$ cat src/rtl/pipeline_hazard_ctrl.sv
// Stall/flush sequencer for the five-stage pipeline: load-use bubbles, data-memory waits, branch flushes.
// Optional feature: define STALL_COUNT_EN to build the saturating stall-cycle counter.
module pipeline_hazard_ctrl #(
    parameter int unsigned MEM_TIMEOUT = 255
) (
    input  logic        clock,
    input  logic        startin,
    input  logic [4:0]  id_rs,
    input  logic [4:0]  id_rt,
    input  logic        ex_mem_read,
    input  logic [4:0]  ex_rt,
    input  logic        mem_access,
    input  logic        mem_ready,
    input  logic        branch_taken,
    output logic        pc_write,
    output logic        if_id_write,
    output logic        id_ex_bubble,
    output logic        if_id_flush,
    output logic        id_ex_flush,
    output logic        ex_mem_flush,
    output logic        pipe_hold,
    output logic        mem_error,
    output logic [1:0]  ctrl_state,
    output logic [15:0] stall_cycles
);

    typedef enum logic [1:0] {
        RUN      = 2'd0,
        LU_STALL = 2'd1,
        MEM_WAIT = 2'd2,
        FLUSH    = 2'd3
    } state_t;

    localparam logic [15:0] WAIT_LAST = 16'(MEM_TIMEOUT - 1);

    state_t      state_q, state_d;
    logic [15:0] wait_cnt_q, wait_cnt_d;
    logic        mem_error_q;
    logic        err_set;
    logic        load_use;
    logic        mem_stall;

    always_comb begin
        load_use     = ex_mem_read && (ex_rt != 5'd0) && ((ex_rt == id_rs) || (ex_rt == id_rt));
        mem_stall    = mem_access && !mem_ready;
        pc_write     = 1'b1;
        if_id_write  = 1'b1;
        id_ex_bubble = 1'b0;
        if_id_flush  = 1'b0;
        id_ex_flush  = 1'b0;
        ex_mem_flush = 1'b0;
        pipe_hold    = 1'b0;
        state_d      = RUN;
        wait_cnt_d   = wait_cnt_q;
        err_set      = 1'b0;
        case (state_q)
            MEM_WAIT: begin
                // Branches are ignored here; the frozen MEM stage re-presents them after exit.
                if (mem_ready) begin
                    state_d = RUN;
                end else if (wait_cnt_q == WAIT_LAST) begin
                    state_d = RUN;
                    err_set = 1'b1;
                end else begin
                    pc_write    = 1'b0;
                    if_id_write = 1'b0;
                    pipe_hold   = 1'b1;
                    state_d     = MEM_WAIT;
                    wait_cnt_d  = wait_cnt_q + 16'd1;
                end
            end
            default: begin
                if (mem_stall) begin
                    pc_write    = 1'b0;
                    if_id_write = 1'b0;
                    pipe_hold   = 1'b1;
                    state_d     = MEM_WAIT;
                    wait_cnt_d  = 16'd0;
                end else if (branch_taken) begin
                    if_id_flush  = 1'b1;
                    id_ex_flush  = 1'b1;
                    ex_mem_flush = 1'b1;
                    state_d      = FLUSH;
                end else if (load_use && (state_q == RUN)) begin
                    // LU_STALL and FLUSH mask detection: IF/ID is either already bubbled or invalid.
                    pc_write     = 1'b0;
                    if_id_write  = 1'b0;
                    id_ex_bubble = 1'b1;
                    state_d      = LU_STALL;
                end
            end
        endcase
    end

    always_ff @(posedge clock or posedge startin) begin
        if (startin) begin
            state_q     <= RUN;
            wait_cnt_q  <= 16'd0;
            mem_error_q <= 1'b0;
        end else begin
            state_q     <= state_d;
            wait_cnt_q  <= wait_cnt_d;
            mem_error_q <= mem_error_q | err_set;
        end
    end

    assign ctrl_state = state_q;
    assign mem_error  = mem_error_q;

`ifdef STALL_COUNT_EN
    logic [15:0] stall_cnt_q;

    always_ff @(posedge clock or posedge startin) begin
        if (startin) begin
            stall_cnt_q <= 16'd0;
        end else if (!pc_write && (stall_cnt_q != 16'hFFFF)) begin
            stall_cnt_q <= stall_cnt_q + 16'd1;
        end
    end

    assign stall_cycles = stall_cnt_q;
`else
    assign stall_cycles = 16'd0;
`endif

endmodule

$ cat config.mk
export PLATFORM = sky130hd
export DESIGN_NAME = pipeline_hazard_ctrl
export DESIGN_NICKNAME = d
export VERILOG_FILES = /design/src/rtl/pipeline_hazard_ctrl.sv
export SDC_FILE = /design/constraint.sdc
export NUM_CORES = 1
export LEC_CHECK = 0
export BUFFER_PORTS_ARGS = -buffer_cell sky130_fd_sc_hd__clkbuf_2
export CAP_MARGIN = 20
export CORE_MARGIN = 2
export CORE_UTILIZATION = 53
export DETAILED_ROUTE_END_ITERATION = 6
export PLACE_DENSITY = 0.84
export SLEW_MARGIN = 15
export SYNTH_ARGS = -nofsm -noshare
export SYNTH_HDL_FRONTEND = slang
export SYNTH_SLANG_ARGS = --single-unit
$ cat constraint.sdc
create_clock -name clock -period 3.9 [get_ports clock]
set_input_delay 0.39 -clock clock [delete_from_list [all_inputs] [get_ports clock]]
set_output_delay 0.39 -clock clock [all_outputs]
set_load 0.005 [all_outputs]
==> reports/summary.md <==
Logic synthesis
- mean post-synth cell area: 9.31 sq um
- count of state elements after synthesis: 19
- unique cell type count in the Yosys netlist: 41
- post-synth design cell area: 1330 sq um
- number of cells produced by synthesis: 143
- Yosys warnings: 0
- share of synthesized area occupied by flip-flops and latches: 0.357

Drt
- Vias per Instance: 5.54
- drt drc: 0
- TritonRoute pass-1 iters: 4
- Routed Antenna Nets: 0
- total wire length: 2600 um
- total number of vias: 1,107
- Detailed Route Iter0 Violations: 21
- mean routed wirelength per cell: 13.0 um

Placement
- Detailed Place HPWL: 2100 um
- Final Wtd Congestion: 0.889
- quantity of I/O buffers inserted on ports: 30
- # placed instances: 196
- pre-CTS setup slack: 1.44 ns

CTS
- post-CTS setup-driven buffer insertion count: 0
- hold_buf cts: 0
- cell chosen for the clock root: clkbuf_4
- TritonCTS clock tree: yes
- post-cts resize count: 0
- CTS HTree Levels: 1
- Num Clock Sinks: 19
- maximum number of buffers from clock root to sink: 2
- clock transition at the register clock pins on the worst setup and hold paths after CTS: 0.11 ns
- CTS Buf Count: 3
- later-pin clock latency in the skew report: 0.30 ns

Worst setup path
- type of origin of the critical path: flop
- CP required: 3.51 ns
- CP arrival: 2.46 ns
- crit end category: output port
- critical path class: flop to output port
- critical path fanouts, max: 12
- R2R depth: 5

Die
- initial cell density of the core: 0.547
- die extent in x: 54.1 um
- number of cell rows: 18
- Core Footprint: 2430 sq um
- number of ports placed on the die boundary: 47
- die footprint: 2930 sq um
- Vert. Die Dim: 54.1 um

Pwr
- total power per unit cell area: 301 nW/um^2
- highest ir drop seen on vdd: 0.158 mV
- leakage power of the design: 0.716 nW
- post-route total power: 0.000434 W

Cells and area
- fin cells: 200
- number of nets in the layout: 194
- area growth from synthesis to layout: 8.27%
- antenna cells: 0
- share of the core filled with cells: 0.593
- ratio of cells with drive above 1 in the final layout: 0.241

Global route
- antenna violations before repair: 0
- number of global-route vias before repair: 955
- first-pass GRT wire length: 4280 um
- grt total ovfl: 0
- combined global-route utilization of all metal layers: 0.204
- maximum number of pins on one net before global-route repair: 20

Job
- max-cap violations: 0

Timing
- Max Transition Viols Final: 0
- Worst Skew: 0.00616 ns
- worst setup margin: 1.05 ns
- f_max: 351 MHz
- Fin. Hold Viols: 0
- Slew Limit Headroom: 0.519
- final total negative setup slack: 0 ns
- final period utilization: 0.730
- clock period minus final worst setup slack: 2.85 ns
- setup violators final: 0
- RSZ-0062 raised after global routing: no
- actual transition at the worst max-transition pin: 0.720 ns

Worst hold path
- Hold Path Class: input port to async pin

Status
- result of the run: complete, no violations

[where the power goes]
group / internal (W) / switching, W
Combinational: 0.0000451 / 0.0000576
Clock: 0.0000383 / 0.0000633
Sequential: 0.000210 / 0.0000195
Total: 0.000293 / 0.000140
[cell type report]
cell class | instances | area (sq um)
clock buffers | 3 | 22.5
multi-input cells | 114 | 739
inverters | 3 | 11.3
repair buffers | 30 | 150
clock inverters | 1 | 5.00
well taps | 30 | 37.5
fillers | 231 | 991
flip-flops and latches | 19 | 475
[stage by stage]
| stage | cell area (sq um) | hold slack [ns] |
|---|---|---|
| 6_report | 1440 | 0.168 |
| 5_1_grt | 1440 | 0.213 |
| 4_1_cts | 1440 | 0.195 |
| 3_5_place_dp | 1410 | 0.458 |
| 3_3_place_gp | 1410 | 0.458 |
| 2_1_floorplan | 1390 | 0.341 |
[placed cells by master, fill, tap and decap left out, drive strengths merged, types with 2 or more instances in the layout]
cell type,Yosys,final
and3,5,5
ha,2,2
nor2b,2,2
nor4,2,2
xor2,12,12
nor2,10,10
clkbuf,0,33
or4,2,2
nand3,5,5
conb,1,16
xnor2,5,5
o21ai,3,3
nor3,6,6
inv,3,3
dfrtp,19,19
a21oi,5,5
o31ai,3,3
and2,2,2
nand4,7,7
a21o,2,2
o211ai,5,5
nand2,8,8
[layer usage]
metal  track usage  wire (um)  vias to the layer above
li1              -          -                      530
met1         0.259       1100                      522
met2         0.335       1290                       50
met3        0.0417        163                        5
met4        0.0833         50                        0
met5             0          0                        -
[registers in the layout, summed over array words and instances (netlist names)]
signal	flops
wait_cnt_q	16
ctrl_state	2
mem_error	1
[kinds of logic after synthesis]
kind of cell | Yosys count | synth area share
multiplexers | 1 | 0.00752
adder cells (fa/ha/maj) | 2 | 0.0188
other | 1 | 0.00282
AND/OR/NAND/NOR | 55 | 0.253
flip-flops | 19 | 0.357
buffers and inverters | 25 | 0.130
XOR/XNOR | 17 | 0.112
AO/OA/AOI/OAI | 23 | 0.119
[worst max-delay path, cell delays in order (launching register included)]
cell and delay [ns]:
dfrtp_1 0.46, nor4_2 0.34, nand4b_2 0.22, nor3_2 0.64, a21oi_2 0.16, a21oi_1 0.18, clkbuf_2 0.14
[final timing paths]
check / start / to / slack [ns]
setup / recovery: wait_cnt_q[11]$_DFFE_PP0P_ / if_id_write / 1.05
hold / removal: startin / wait_cnt_q[1]$_DFFE_PP0P_ / 0.17
setup reg to reg: wait_cnt_q[11]$_DFFE_PP0P_ / wait_cnt_q[7]$_DFFE_PP0P_ / 1.70
hold reg to reg: mem_error$_DFF_PP0_ / mem_error$_DFF_PP0_ / 0.48
max in group asynchronous: startin / ctrl_state[0]$_DFF_PP0_ / 3.28
min in group clock: branch_taken / ctrl_state[1]$_DFF_PP0_ / 0.34
[synthesized netlist by cell type]
library cell	instances	area share
o21a_1	1	0.0056
ha_1	2	0.019
nor4_2	1	0.0094
o21ai_0	2	0.0075
buf_1	1	0.0028
nor3_1	5	0.019
o21ai_1	1	0.0038
nor4_1	1	0.0047
and4bb_1	1	0.0094
or4_1	2	0.011
a21o_1	2	0.011
conb_1	1	0.0028
nand4b_2	1	0.011
a211o_1	1	0.0066
nor2_1	9	0.025
nand3_1	4	0.015
nor3b_2	1	0.0094
o311ai_0	1	0.0066
inv_1	3	0.0085
buf_4	21	0.12
xor2_1	12	0.079
a21oi_1	4	0.015
dfrtp_1	19	0.36
nor2_2	1	0.0047
o31ai_1	3	0.017
nand4bb_1	1	0.0085
a211oi_1	1	0.0056
and2_1	2	0.0094
and3_1	5	0.023
nor2b_1	2	0.0094
nand2_1	8	0.023
xnor2_1	5	0.033
and4b_1	1	0.0075
mux2i_1	1	0.0075
nand4_1	7	0.033
nand2b_1	1	0.0047
nand3_2	1	0.0075
a21oi_2	1	0.0066
nor3_2	1	0.0075
o211ai_1	5	0.028
o21bai_1	1	0.0056
(Power assumes the default switching activity.)
